File: src/rtl/decode_issue_ctrl_pkg.sv
`default_nettype none
// ============================================================================
// Module      : decode_issue_ctrl_pkg
// Description : Shared types and constants for the decode/issue controller:
//               issue FSM state encoding, decoded-instruction word type and
//               default sizing constants.
// Revision    : 1.0 - initial release
// ============================================================================
package decode_issue_ctrl_pkg;

   localparam int WORD_SIZE_DEF  = 16;
   localparam int NUM_REG_DEF    = 16;
   localparam int DEC_WORD_W_DEF = 64;
   localparam int STALL_W_DEF    = 16;
   localparam int REG_ID_W       = $clog2(NUM_REG_DEF);

   // EMPTY: IR holds nothing; READY: IR valid and clear to issue;
   // STALL: IR valid but blocked by a scoreboard hazard.
   typedef enum logic [1:0] {
      ST_EMPTY = 2'd0,
      ST_READY = 2'd1,
      ST_STALL = 2'd2
   } issue_state_e;

   typedef logic [DEC_WORD_W_DEF-1:0] decoded_instruction_t;

endpackage : decode_issue_ctrl_pkg
`default_nettype wire

File: src/rtl/decode_issue_ctrl_if.sv
`default_nettype none
// ============================================================================
// Module      : decode_issue_ctrl_if
// Description : Fetch, decoder, issue, writeback and flush signals of the
//               decode/issue controller. The controller uses the master view,
//               the surrounding pipeline the slave view.
// Revision    : 1.0 - initial release
// ============================================================================
interface decode_issue_ctrl_if #(
   parameter int WORD_SIZE_P               = 16,
   parameter int NUM_REG_P                 = 16,
   parameter int DECODED_INSTRUCTION_WIDTH = 64,
   parameter int STALL_CNT_WIDTH_P         = 16
);
   localparam int REG_ID_W = $clog2(NUM_REG_P);

   // fetch side
   logic                                 fe_v_i;
   logic [WORD_SIZE_P-1:0]               fe_inst_i;
   logic                                 fe_ready_o;
   // decoder side
   logic [WORD_SIZE_P-1:0]               dec_inst_o;
   logic [DECODED_INSTRUCTION_WIDTH-1:0] dec_word_i;
   logic                                 dec_w_v_i;
   logic [REG_ID_W-1:0]                  dec_dest_id_i;
   logic                                 dec_src1_v_i;
   logic [REG_ID_W-1:0]                  dec_src1_id_i;
   logic                                 dec_src2_v_i;
   logic [REG_ID_W-1:0]                  dec_src2_id_i;
   logic                                 dec_flags_w_i;
   logic                                 dec_flags_r_i;
   // issue side
   logic                                 issue_v_o;
   logic [DECODED_INSTRUCTION_WIDTH-1:0] issue_word_o;
   logic                                 issue_ready_i;
   // writeback / redirect
   logic                                 wb_v_i;
   logic [REG_ID_W-1:0]                  wb_id_i;
   logic                                 wb_flags_v_i;
   logic                                 flush_i;
   // status
   logic [STALL_CNT_WIDTH_P-1:0]         stall_cnt_o;

   modport master (
      input  fe_v_i, fe_inst_i, dec_word_i, dec_w_v_i, dec_dest_id_i,
             dec_src1_v_i, dec_src1_id_i, dec_src2_v_i, dec_src2_id_i,
             dec_flags_w_i, dec_flags_r_i, issue_ready_i, wb_v_i, wb_id_i,
             wb_flags_v_i, flush_i,
      output fe_ready_o, dec_inst_o, issue_v_o, issue_word_o, stall_cnt_o
   );

   modport slave (
      output fe_v_i, fe_inst_i, dec_word_i, dec_w_v_i, dec_dest_id_i,
             dec_src1_v_i, dec_src1_id_i, dec_src2_v_i, dec_src2_id_i,
             dec_flags_w_i, dec_flags_r_i, issue_ready_i, wb_v_i, wb_id_i,
             wb_flags_v_i, flush_i,
      input  fe_ready_o, dec_inst_o, issue_v_o, issue_word_o, stall_cnt_o
   );

endinterface : decode_issue_ctrl_if
`default_nettype wire

File: src/rtl/decode_scoreboard.sv
`default_nettype none
// ============================================================================
// Module      : decode_scoreboard
// Description : Busy-bit scoreboard: one bit per architectural register plus
//               a condition-flags bit. Set on issue of a writer, cleared on
//               writeback; a set and clear of the same bit in one cycle
//               leaves the bit set. Three register read ports, one flag read.
// Revision    : 1.0 - initial release
// ============================================================================
module decode_scoreboard #(
   parameter int NUM_REG_P = 16,
   parameter int REG_ID_W  = $clog2(NUM_REG_P)
) (
   input  wire logic                clk_i,
   input  wire logic                reset_n_i,
   input  wire logic                set_v_i,
   input  wire logic [REG_ID_W-1:0] set_id_i,
   input  wire logic                clr_v_i,
   input  wire logic [REG_ID_W-1:0] clr_id_i,
   input  wire logic                flag_set_i,
   input  wire logic                flag_clr_i,
   input  wire logic [REG_ID_W-1:0] rd1_id_i,
   input  wire logic [REG_ID_W-1:0] rd2_id_i,
   input  wire logic [REG_ID_W-1:0] rd3_id_i,
   output logic                     rd1_busy_o,
   output logic                     rd2_busy_o,
   output logic                     rd3_busy_o,
   output logic                     flags_busy_o
);

   logic [NUM_REG_P-1:0] r_busy;
   logic                 r_flags_busy;
   logic [NUM_REG_P-1:0] w_set_vec;
   logic [NUM_REG_P-1:0] w_clr_vec;

   // One-hot set and clear masks from the issue and writeback ids
   always_comb begin
      w_set_vec = '0;
      w_clr_vec = '0;
      for (int i = 0; i < NUM_REG_P; i++) begin
         w_set_vec[i] = set_v_i & (set_id_i == REG_ID_W'(i));
         w_clr_vec[i] = clr_v_i & (clr_id_i == REG_ID_W'(i));
      end
   end

   // Busy bits: clear applied first, set ORed in last so set wins
   always_ff @(posedge clk_i or negedge reset_n_i) begin
      if (!reset_n_i) begin
         r_busy       <= '0;
         r_flags_busy <= 1'b0;
      end else begin
         r_busy       <= (r_busy & ~w_clr_vec) | w_set_vec;
         r_flags_busy <= (r_flags_busy & ~flag_clr_i) | flag_set_i;
      end
   end

   assign rd1_busy_o   = r_busy[rd1_id_i];
   assign rd2_busy_o   = r_busy[rd2_id_i];
   assign rd3_busy_o   = r_busy[rd3_id_i];
   assign flags_busy_o = r_flags_busy;

endmodule : decode_scoreboard
`default_nettype wire

File: src/rtl/decode_issue_ctrl.sv
`default_nettype none
// ============================================================================
// Module      : decode_issue_ctrl
// Description : Front-end controller. Holds one fetched instruction in the IR
//               feeding the decoder, checks decoded register/flag usage
//               against the scoreboard, issues over valid/ready and handles
//               branch flush. Counts hazard-stall cycles (saturating).
// Revision    : 1.0 - initial release
// ============================================================================
module decode_issue_ctrl
   import decode_issue_ctrl_pkg::*;
#(
   parameter int WORD_SIZE_P               = WORD_SIZE_DEF,
   parameter int NUM_REG_P                 = NUM_REG_DEF,
   parameter int DECODED_INSTRUCTION_WIDTH = DEC_WORD_W_DEF,
   parameter int STALL_CNT_WIDTH_P         = STALL_W_DEF
) (
   input  wire logic           clk_i,
   input  wire logic           reset_n_i,
   decode_issue_ctrl_if.master bus
);

   localparam int                           C_REG_ID_W = $clog2(NUM_REG_P);
   localparam logic [STALL_CNT_WIDTH_P-1:0] C_CNT_ONE  = STALL_CNT_WIDTH_P'(1);

   logic [WORD_SIZE_P-1:0]       r_ir;
   logic                         r_ir_v;
   logic [STALL_CNT_WIDTH_P-1:0] r_stall_cnt;

   logic         w_src1_busy;
   logic         w_src2_busy;
   logic         w_dest_busy;
   logic         w_flags_busy;
   logic         w_hazard;
   logic         w_issue_v;
   logic         w_issue_fire;
   logic         w_fe_ready;
   logic         w_fe_accept;
   issue_state_e w_state;

   decode_scoreboard #(
      .NUM_REG_P (NUM_REG_P),
      .REG_ID_W  (C_REG_ID_W)
   ) u_scoreboard (
      .clk_i        (clk_i),
      .reset_n_i    (reset_n_i),
      .set_v_i      (w_issue_fire & bus.dec_w_v_i),
      .set_id_i     (bus.dec_dest_id_i),
      .clr_v_i      (bus.wb_v_i),
      .clr_id_i     (bus.wb_id_i),
      .flag_set_i   (w_issue_fire & bus.dec_flags_w_i),
      .flag_clr_i   (bus.wb_flags_v_i),
      .rd1_id_i     (bus.dec_src1_id_i),
      .rd2_id_i     (bus.dec_src2_id_i),
      .rd3_id_i     (bus.dec_dest_id_i),
      .rd1_busy_o   (w_src1_busy),
      .rd2_busy_o   (w_src2_busy),
      .rd3_busy_o   (w_dest_busy),
      .flags_busy_o (w_flags_busy)
   );

   // Hazard check on registered busy bits only, then handshake and state.
   // Flags are checked for both read and write so flag updates stay ordered.
   always_comb begin
      w_hazard     = (bus.dec_src1_v_i  & w_src1_busy)
                   | (bus.dec_src2_v_i  & w_src2_busy)
                   | (bus.dec_w_v_i     & w_dest_busy)
                   | (bus.dec_flags_r_i & w_flags_busy)
                   | (bus.dec_flags_w_i & w_flags_busy);
      w_issue_v    = r_ir_v & ~w_hazard & ~bus.flush_i;
      w_issue_fire = w_issue_v & bus.issue_ready_i;
      w_fe_ready   = (~r_ir_v | w_issue_fire) & ~bus.flush_i;
      w_fe_accept  = bus.fe_v_i & w_fe_ready;
      if (!r_ir_v) begin
         w_state = ST_EMPTY;
      end else if (w_hazard) begin
         w_state = ST_STALL;
      end else begin
         w_state = ST_READY;
      end
   end

   // Instruction register: load on accept, drop on issue or flush
   always_ff @(posedge clk_i or negedge reset_n_i) begin
      if (!reset_n_i) begin
         r_ir   <= '0;
         r_ir_v <= 1'b0;
      end else if (w_fe_accept) begin
         r_ir   <= bus.fe_inst_i;
         r_ir_v <= 1'b1;
      end else if (w_issue_fire | bus.flush_i) begin
         r_ir_v <= 1'b0;
      end
   end

   // Saturating count of cycles spent in STALL
   always_ff @(posedge clk_i or negedge reset_n_i) begin
      if (!reset_n_i) begin
         r_stall_cnt <= '0;
      end else if ((w_state == ST_STALL) && (r_stall_cnt != '1)) begin
         r_stall_cnt <= r_stall_cnt + C_CNT_ONE;
      end
   end

   assign bus.fe_ready_o   = w_fe_ready;
   assign bus.dec_inst_o   = r_ir;
   assign bus.issue_v_o    = w_issue_v;
   assign bus.issue_word_o = bus.dec_word_i;
   assign bus.stall_cnt_o  = r_stall_cnt;

endmodule : decode_issue_ctrl
`default_nettype wire

File: src/flat_wrapper.sv
// flat-port wrapper written by rule: the top's interface ports become plain ports
module decode_issue_ctrl_flat import decode_issue_ctrl_pkg::*;
#(
   parameter int WORD_SIZE_P               = WORD_SIZE_DEF,
   parameter int NUM_REG_P                 = NUM_REG_DEF,
   parameter int DECODED_INSTRUCTION_WIDTH = DEC_WORD_W_DEF,
   parameter int STALL_CNT_WIDTH_P         = STALL_W_DEF
)
  (clk_i, reset_n_i, bus_fe_v_i, bus_fe_inst_i, bus_dec_word_i, bus_dec_w_v_i, bus_dec_dest_id_i, bus_dec_src1_v_i, bus_dec_src1_id_i, bus_dec_src2_v_i, bus_dec_src2_id_i, bus_dec_flags_w_i, bus_dec_flags_r_i, bus_issue_ready_i, bus_wb_v_i, bus_wb_id_i, bus_wb_flags_v_i, bus_flush_i, bus_fe_ready_o, bus_dec_inst_o, bus_issue_v_o, bus_issue_word_o, bus_stall_cnt_o);
  decode_issue_ctrl_if #(.WORD_SIZE_P(WORD_SIZE_P), .NUM_REG_P(NUM_REG_P), .DECODED_INSTRUCTION_WIDTH(DECODED_INSTRUCTION_WIDTH), .STALL_CNT_WIDTH_P(STALL_CNT_WIDTH_P)) bus_i ();
  input  wire logic clk_i;
  input  wire logic reset_n_i;
  input wire logic [$bits(bus_i.fe_v_i)-1:0] bus_fe_v_i;
  input wire logic [$bits(bus_i.fe_inst_i)-1:0] bus_fe_inst_i;
  input wire logic [$bits(bus_i.dec_word_i)-1:0] bus_dec_word_i;
  input wire logic [$bits(bus_i.dec_w_v_i)-1:0] bus_dec_w_v_i;
  input wire logic [$bits(bus_i.dec_dest_id_i)-1:0] bus_dec_dest_id_i;
  input wire logic [$bits(bus_i.dec_src1_v_i)-1:0] bus_dec_src1_v_i;
  input wire logic [$bits(bus_i.dec_src1_id_i)-1:0] bus_dec_src1_id_i;
  input wire logic [$bits(bus_i.dec_src2_v_i)-1:0] bus_dec_src2_v_i;
  input wire logic [$bits(bus_i.dec_src2_id_i)-1:0] bus_dec_src2_id_i;
  input wire logic [$bits(bus_i.dec_flags_w_i)-1:0] bus_dec_flags_w_i;
  input wire logic [$bits(bus_i.dec_flags_r_i)-1:0] bus_dec_flags_r_i;
  input wire logic [$bits(bus_i.issue_ready_i)-1:0] bus_issue_ready_i;
  input wire logic [$bits(bus_i.wb_v_i)-1:0] bus_wb_v_i;
  input wire logic [$bits(bus_i.wb_id_i)-1:0] bus_wb_id_i;
  input wire logic [$bits(bus_i.wb_flags_v_i)-1:0] bus_wb_flags_v_i;
  input wire logic [$bits(bus_i.flush_i)-1:0] bus_flush_i;
  output wire logic [$bits(bus_i.fe_ready_o)-1:0] bus_fe_ready_o;
  output wire logic [$bits(bus_i.dec_inst_o)-1:0] bus_dec_inst_o;
  output wire logic [$bits(bus_i.issue_v_o)-1:0] bus_issue_v_o;
  output wire logic [$bits(bus_i.issue_word_o)-1:0] bus_issue_word_o;
  output wire logic [$bits(bus_i.stall_cnt_o)-1:0] bus_stall_cnt_o;
  assign bus_i.fe_v_i = bus_fe_v_i;
  assign bus_i.fe_inst_i = bus_fe_inst_i;
  assign bus_i.dec_word_i = bus_dec_word_i;
  assign bus_i.dec_w_v_i = bus_dec_w_v_i;
  assign bus_i.dec_dest_id_i = bus_dec_dest_id_i;
  assign bus_i.dec_src1_v_i = bus_dec_src1_v_i;
  assign bus_i.dec_src1_id_i = bus_dec_src1_id_i;
  assign bus_i.dec_src2_v_i = bus_dec_src2_v_i;
  assign bus_i.dec_src2_id_i = bus_dec_src2_id_i;
  assign bus_i.dec_flags_w_i = bus_dec_flags_w_i;
  assign bus_i.dec_flags_r_i = bus_dec_flags_r_i;
  assign bus_i.issue_ready_i = bus_issue_ready_i;
  assign bus_i.wb_v_i = bus_wb_v_i;
  assign bus_i.wb_id_i = bus_wb_id_i;
  assign bus_i.wb_flags_v_i = bus_wb_flags_v_i;
  assign bus_i.flush_i = bus_flush_i;
  assign bus_fe_ready_o = bus_i.fe_ready_o;
  assign bus_dec_inst_o = bus_i.dec_inst_o;
  assign bus_issue_v_o = bus_i.issue_v_o;
  assign bus_issue_word_o = bus_i.issue_word_o;
  assign bus_stall_cnt_o = bus_i.stall_cnt_o;
  decode_issue_ctrl #(.WORD_SIZE_P(WORD_SIZE_P), .NUM_REG_P(NUM_REG_P), .DECODED_INSTRUCTION_WIDTH(DECODED_INSTRUCTION_WIDTH), .STALL_CNT_WIDTH_P(STALL_CNT_WIDTH_P)) u_core (.clk_i(clk_i), .reset_n_i(reset_n_i), .bus(bus_i));
endmodule
File: config.mk
export PLATFORM = sky130hd
export DESIGN_NAME = decode_issue_ctrl_flat
export DESIGN_NICKNAME = d
export VERILOG_FILES = /design/src/rtl/decode_issue_ctrl_pkg.sv /design/src/rtl/decode_issue_ctrl_if.sv /design/src/rtl/decode_scoreboard.sv /design/src/rtl/decode_issue_ctrl.sv /design/src/flat_wrapper.sv
export SDC_FILE = /design/constraint.sdc
export NUM_CORES = 1
export LEC_CHECK = 0
export CAP_MARGIN = 0
export CORE_MARGIN = 8
export CORE_UTILIZATION = 39
export CTS_CLUSTER_SIZE = 14
export DETAILED_ROUTE_END_ITERATION = 6
export GPL_TIMING_DRIVEN = 0
export PLACE_DENSITY = 0.83
export REMOVE_ABC_BUFFERS = 1
export SYNTH_ARGS = -nofsm -noshare
export SYNTH_HDL_FRONTEND = slang
export SYNTH_SLANG_ARGS = --single-unit
File: constraint.sdc
create_clock -name clk_i -period 2.6 [get_ports clk_i]
set_input_delay 0.26 -clock clk_i [delete_from_list [all_inputs] [get_ports clk_i]]
set_output_delay 0.26 -clock clk_i [all_outputs]
set_load 0.01 [all_outputs]
## Yosys cells after proc, flatten, opt, wreduce, memory -nomap -nowiden

Cells that the tools add are included.
Widths: inputs -> output; s select.

- Flip-flop bits (word level): 50
- Bits in latches: 0
- Bits in writable memories: 0
- ROM bits: 0
- Input bits: 108
- Output and inout port bits: 98
- Logic and storage cells: 114
- Memories kept: 0

- Add/subtract/negate cells: 1
- $mul: 0
- Div/mod/pow operators: 0
- $lt $le $gt $ge: 3
- Equality and inequality tests: 32
- Shift-type cells: 0
- Muxes and demuxes: 10
- Bitwise gates (word level): 59
- Reduce and logical (&&, ||, !) cells: 4

Operators by type and width:

| cell | count |
|---|---|
| $eq 4x4->1 const B | 16 |
| $and 1x1->1 | 45 |
| $eq 4x3->1 const B | 8 |
| $add 16x1->16 const B | 1 |
| $and 16x16->16 | 1 |
| $eq 4x2->1 const B | 4 |
| $ne 16x16->1 const B | 1 |
| $not 16->16 | 1 |
| $or 16x16->16 | 1 |
| $lt 4x5->1 const B | 3 |
| $bmux 1 s4 | 3 |
| $eq 4x1->1 const B | 2 |
| $logic_not 4->1 | 2 |
| $or 1x1->1 | 7 |
| $mux 1 | 5 |
| $mux 2 | 2 |
| $not 1->1 | 4 |
| $eq 2x2->1 const B | 1 |
| $reduce_bool 2->1 | 1 |
| $logic_and 1x1->1 | 1 |

## Longest topological paths before layout

- Word-level depth: 15
- Mapped depth: 11
- Gate-level depth less buffers: 7

## Hierarchy

From an unflattened synthesis, not the netlist that was laid out.

- Cell total of the unflattened synthesis: 276
- Area, all modules: 3158.0 um2

By module, submodules not included:

| module | instances | cells an instance | area each (um2) | sequential area each (um2) |
|---|---|---|---|---|
| decode_issue_ctrl | 1 | 188 | 2053.2 | 825.8 |
| decode_scoreboard | 1 | 88 | 1104.8 | 425.4 |

## Worst setup path before layout

OpenSTA, ideal clock, no wires.

- Path kind: input -> register
- From: input bus_dec_src2_id_i[0]
- To: register u_core.r_stall_cnt[1] (netlist: u_core.bus.stall_cnt_o[1])
- Library setup time: 0.128 ns
- Arrival: 2.062 ns
- Required time: 2.472 ns
- Slack: 0.410 ns
- Stages: 8
- Buffers on the path: 2
- Cell sequence: buf_6 > mux4_2 > o2111ai_2 > nand4_4 > nor3_4 > buf_6 > nand2b_1 > mux2_1

- Cells in the longest elaborated chain, start to end: 11

RTL lines:

| item | RTL line | source |
|---|---|---|
| start: declaration | flat_wrapper.sv:21 | `input wire logic [$bits(bus_i.dec_src2_id_i)-1:0] bus_dec_src2_id_i;` |
| $bmux 1 s4 | decode_scoreboard.sv:58 | `assign rd2_busy_o = r_busy[rd2_id_i];` |
| $mux 1 (not written as such) | decode_scoreboard.sv:58 |  |
| $and 1x1->1 | decode_issue_ctrl.sv:66 | `\| (bus.dec_src2_v_i & w_src2_busy)` |
| $or 1x1->1 | decode_issue_ctrl.sv:66 |  |
| $or 1x1->1 | decode_issue_ctrl.sv:67 | `\| (bus.dec_w_v_i & w_dest_busy)` |
| $or 1x1->1 | decode_issue_ctrl.sv:68 | `\| (bus.dec_flags_r_i & w_flags_busy)` |
| $or 1x1->1 | decode_issue_ctrl.sv:69 | `\| (bus.dec_flags_w_i & w_flags_busy);` |
| $mux 2 | decode_issue_ctrl.sv:76 | `end else if (w_hazard) begin` |
| $mux 2 | decode_issue_ctrl.sv:74 | `if (!r_ir_v) begin` |
| $eq 2x2->1 | decode_issue_ctrl.sv:100 | `end else if ((w_state == ST_STALL) && (r_stall_cnt != '1)) begin` |
| $logic_and 1x1->1 | decode_issue_ctrl.sv:100 |  |
| end signal: assignment | decode_issue_ctrl.sv:101 | `r_stall_cnt <= r_stall_cnt + C_CNT_ONE;` |
| end: declaration | decode_issue_ctrl.sv:28 | `logic [STALL_CNT_WIDTH_P-1:0] r_stall_cnt;` |

Every way passes these cells. The select of a mux whose other input is x is not followed.
A chain may end at the register's enable or synchronous reset.

## Final worst setup path

- From: register u_core.u_scoreboard.r_busy[14]
- To: output bus_fe_ready_o

- Cells in the longest elaborated chain, start to end: 13
- Elaborated cells on any way between the ends: 19
- Classes of those cells: 6 x mux; 13 x bitwise

RTL lines:

| item | RTL line | source |
|---|---|---|
| start: declaration | decode_scoreboard.sv:31 | `logic [NUM_REG_P-1:0] r_busy;` |
| start signal: assignment | decode_scoreboard.sv:52 | `r_busy <= (r_busy & ~w_clr_vec) \| w_set_vec;` |
| $bmux 1 s4 (on tied branches) | decode_scoreboard.sv:57, decode_scoreboard.sv:58 |  |
| $mux 1 (on tied branches) | decode_scoreboard.sv:57, decode_scoreboard.sv:58 |  |
| $and 1x1->1 (on tied branches) | decode_issue_ctrl.sv:65, decode_issue_ctrl.sv:66 |  |
| $or 1x1->1 | decode_issue_ctrl.sv:66 |  |
| $or 1x1->1 * | decode_issue_ctrl.sv:67 |  |
| $or 1x1->1 * | decode_issue_ctrl.sv:68 |  |
| $or 1x1->1 * | decode_issue_ctrl.sv:69 |  |
| $not 1->1 * | decode_issue_ctrl.sv:70 | `w_issue_v = r_ir_v & ~w_hazard & ~bus.flush_i;` |
| $and 1x1->1 * (2 in series) | decode_issue_ctrl.sv:70 |  |
| $and 1x1->1 * | decode_issue_ctrl.sv:71 | `w_issue_fire = w_issue_v & bus.issue_ready_i;` |
| $or 1x1->1 * | decode_issue_ctrl.sv:72 | `w_fe_ready = (~r_ir_v \| w_issue_fire) & ~bus.flush_i;` |
| $and 1x1->1 * | decode_issue_ctrl.sv:72 |  |
| end: declaration | flat_wrapper.sv:29 | `output wire logic [$bits(bus_i.fe_ready_o)-1:0] bus_fe_ready_o;` |

Mark *: on every way between the ends. The rest lies on a longest branch, timed or not. The select of a mux whose other input is x is not followed.

==> impl_results.md <==
- Part of the Yosys area used for sequential elements: between 30% and 40%
- MaxCap Viol Count: 0
- Outcome: completed
- Setup violation total in the final timing report: 0
- Top flip-flop cell by instance count after synthesis: sky130_fd_sc_hd__dfrtp_1
- Final clock period utilization by the worst path: about 100%
- Total of flip-flops plus latches after synthesis: 50
- Port Buffers: slightly below 80
- # rows: 34
- Worst slack, placed: -1380 ps
- Skew-Pair Late Insertion Delay: roughly 300 ps
- Fraction of layout instances using a drive strength above 1: approximately an eighth
- Clock net sink count: 50
- Multi-input gate area in the final layout: 1690 sq um
- Clock Path Buffers: 2
- Setup repair after global routing missed its margin: true
- First-pass iteration count of the detailed router: 5
- Starting density of the core: 40.1%
- Share of Yosys cell area claimed by the top area cell type: approximately 36%
- Data required time of the worst path: around 2300 ps
- Std-Cell Core Area: 8720 sq um
- Share of synthesized flip-flops with an asynchronous set or reset: 100%
- Crit end category: primary output
- Area of the die: 12,300 sq um
- Share of the core filled with cells in the final layout: around 47%
- Antenna cell count: 0
- Detailed-placement wirelength estimate: roughly 10 mm
- Arrival time at the worst endpoint: roughly 2300 ps
- Setup skew after layout: approximately 13 ps
- Largest net degree at the start of global routing: 41
- Maximum fanout along the worst path: 4
- Number of vias per cell after detailed routing: between 6 and 7
- Vias in the first global route: between 3,000 and 4,000
- Depth of the CTS H-tree: 2
- Clk root buf: sky130_fd_sc_hd__clkbuf_8
- Yosys Warn Count: 0
- Number of cells traversed by the worst register-to-register path: 7
- Number of pins with negative max-slew slack in the final report: 0
- Number of flops mapped to enable cells by yosys: 0
- Synthesized instance count: approximately 370
- Largest cells by area after synthesis: sky130_fd_sc_hd__dfrtp_1, sky130_fd_sc_hd__buf_4, sky130_fd_sc_hd__a22oi_1, sky130_fd_sc_hd__mux2i_1, sky130_fd_sc_hd__nand3_1
- Total clock buffers created by CTS: 5
- Relative max-transition margin: between 40% and 50%
- Die Span X: between 100 and 150 microns
- Nets@finish: ~500
- HP Class: primary input to asynchronous set/reset pin
- Post-Syn Area: 3500 sq um
- Top achievable clock speed: 0.386 GHz
- Total wire length after detailed routing: 14.1 mm
- Wire length of the first global-routing pass: around 20 mm
- DRC viols: 0
- Worst reg2reg setup slack: around 80 ps
- Cell accounting for the most synthesized area: sky130_fd_sc_hd__dfrtp_1
- Initial antenna violation count: 0
- Total gr overflow: 0
- DRT iter0 DRCs: 208
- Crit path time final: roughly 2600 ps
- Post-detailed-route wirelength per cell: ~29 microns
- Antenna violation net count after detailed routing: 0
- Worst Max-Slew Pin Slew: slightly above 800 ps
- Number of distinct library cell variants in the gate-level netlist after synthesis: 49
- Combined flip-flop and latch cell area: between 1000 and 1500 sq um
- Setup ws final: roughly 6.0 ps
- CTS tree: built
- Total power density per cell area: approximately 600 nW/um^2
- Area added between synthesis and finish: 17.7%
- Die Y-Extent: between 100 and 150 microns
- Worst flop-to-flop path endpoint: u_core.bus.stall_cnt_o[6]
- Overall track demand over capacity in global routing: a little over a fifth
- Leak: 1.65 nW
- Weighted congestion at the end of routability-driven global placement: roughly 0.95
- Clock transition at the registers of the reported paths: 100 ps
- Final hold violation count: 0
- Syn Area/Cell: ~9.4 sq um
- Startpoint of the most critical register-to-register path: u_core.u_scoreboard.r_busy[14]
- Kind of launch point of the worst setup path: register
- Category of the critical setup timing path: register to primary output
- Largest voltage drop on the vdd net: between 0.4 and 0.5 mV
- I/O pin cnt: roughly 200
- Filler Cells Inserted: 782
- Routed via count: between 3,000 and 4,000
==> sequential cells by signal, indices dropped and copies added (netlist names) <==
| signal | cells |
|---|---|
| u_core.bus.dec_inst_o | 16 |
| u_core.bus.stall_cnt_o | 16 |
| u_core.u_scoreboard.r_busy | 16 |
| u_core.r_ir_v | 1 |
| u_core.u_scoreboard.flags_busy_o | 1 |
==> repair_timing <==
item | in CTS | in global routing
gates resized for setup | 16 | 4
setup buffers | 7 | 1
pin swaps | 4 | 2
hold endpoints to repair | 10 | 0
setup endpoints to repair | 49 | 15
cloned | 2 | 0
hold buffers | 1 | 0
==> metal layers <==
| metal | global-route usage, % | part of all wire [%] | wire length [microns] | up-vias |
|---|---|---|---|---|
| li1 | - | - | - | 1309 |
| met1 | 27.2 | 42 | 5870 | 1521 |
| met2 | 26.3 | 37 | 5190 | 285 |
| met3 | 18.8 | 20 | 2780 | 21 |
| met4 | 3.24 | 1.0 | 144 | 6 |
| met5 | 12.5 | 1.1 | 161 | - |
==> cells by family after synthesis <==
kind of cell	after synthesis	share of synthesized area [%]
mux	22	7.79
simple gates	114	19.0
fa+ha+maj	1	0.357
compound gates	82	16.0
buf+inv	88	17.6
xor+xnor	14	3.50
flops	50	35.8
==> critical path, cell delays in order (launching register included) <==
cell and delay (ps):
sky130_fd_sc_hd__dfrtp_1 430, sky130_fd_sc_hd__mux4_2 520, sky130_fd_sc_hd__o2111ai_2 220, sky130_fd_sc_hd__nand2_2 150, sky130_fd_sc_hd__nor3_4 230, sky130_fd_sc_hd__a21boi_1 120, sky130_fd_sc_hd__nor2_1 130, sky130_fd_sc_hd__clkdlybuf4s15_2 250
==> worst max path at each step <==
stage,from,slack (ps),endpoint,depth (start not counted)
6_report,u_core.u_scoreboard.r_busy[14],6,bus_fe_ready_o,7
4_1_cts,u_core.u_scoreboard.r_busy[7],2,bus_fe_ready_o,7
3_5_place_dp,bus_dec_src2_id_i[0],-1380,bus_fe_ready_o,8
5_1_grt,u_core.u_scoreboard.r_busy[15],-60,bus_fe_ready_o,7
2_1_floorplan,u_core.u_scoreboard.r_busy[7],100,u_core.bus.dec_inst_o[0],5
3_3_place_gp,bus_dec_src2_id_i[0],-1330,bus_fe_ready_o,8
==> cells in the mapped netlist (3+ instances only) <==
master	number
sky130_fd_sc_hd__buf_4	65
sky130_fd_sc_hd__mux2i_1	16
sky130_fd_sc_hd__xnor2_1	6
sky130_fd_sc_hd__or4_1	3
sky130_fd_sc_hd__nor2b_1	5
sky130_fd_sc_hd__nand4_1	4
sky130_fd_sc_hd__o21ai_0	20
sky130_fd_sc_hd__o21ai_2	4
sky130_fd_sc_hd__nor3b_1	3
sky130_fd_sc_hd__o211ai_1	16
sky130_fd_sc_hd__buf_2	3
sky130_fd_sc_hd__nand3b_1	5
sky130_fd_sc_hd__nand2_1	31
sky130_fd_sc_hd__inv_1	7
sky130_fd_sc_hd__nand2b_1	6
sky130_fd_sc_hd__nor2_1	7
sky130_fd_sc_hd__nand3_1	26
sky130_fd_sc_hd__clkbuf_1	8
sky130_fd_sc_hd__and3_1	3
sky130_fd_sc_hd__dfrtp_1	50
sky130_fd_sc_hd__nor3_1	5
sky130_fd_sc_hd__nor4_1	3
sky130_fd_sc_hd__o21ai_1	10
sky130_fd_sc_hd__a22oi_1	22
sky130_fd_sc_hd__xor2_1	8
sky130_fd_sc_hd__buf_6	5
sky130_fd_sc_hd__mux4_2	4
==> cell usage in the layout (no fill, tap or decap), drive strengths merged, types with 6 or more instances in the layout <==
cell type and count:
nand2 31, a22oi 22, nor2 7, o21ai 34, dfrtp 50, nand2b 6, xnor2 6, xor2 8
clkdlybuf4s50 71, nand3b 6, nor3 7, mux2i 16, nand3 26, inv 7, o211ai 16, buf 11
clkbuf 7
==> report_power, final <==
| part | switching [mW] | internal [mW] | leakage, nW | total, mW |
|---|---|---|---|---|
| sequential | 0.144 | 0.904 | 0.632 | 1.05 |
| combinational | 0.341 | 0.423 | 0.948 | 0.764 |
| clock | 0.258 | 0.410 | 0.0714 | 0.669 |
| total | 0.743 | 1.74 | 1.65 | 2.48 |
==> metrics by stage <==
step                power [mW]  cells  area [sq um]  setup TNS (ps)  hold WS [ps]
global route              2.59    496          4120           -66.0           362
global placement          1.75    475          3820          -43960           469
CTS                       2.49    495          4100               0           349
floorplan                 1.34    290          2910               0         -35.6
finish                    2.48    496          4120               0           358
detailed placement        1.78    477          3850          -38540           157
==> area by class of cell <==
cell class	instances	share of cell area, %
Clock buffer	6	2.01
Clock inverter	2	1.46
Inverter	7	0.638
Multi-Input combinational cell	235	40.9
Sequential cell	50	30.4
Tap cell	108	3.28
Timing Repair Buffer	88	21.3
No activity file was read; power rests on OpenSTA's default activity.
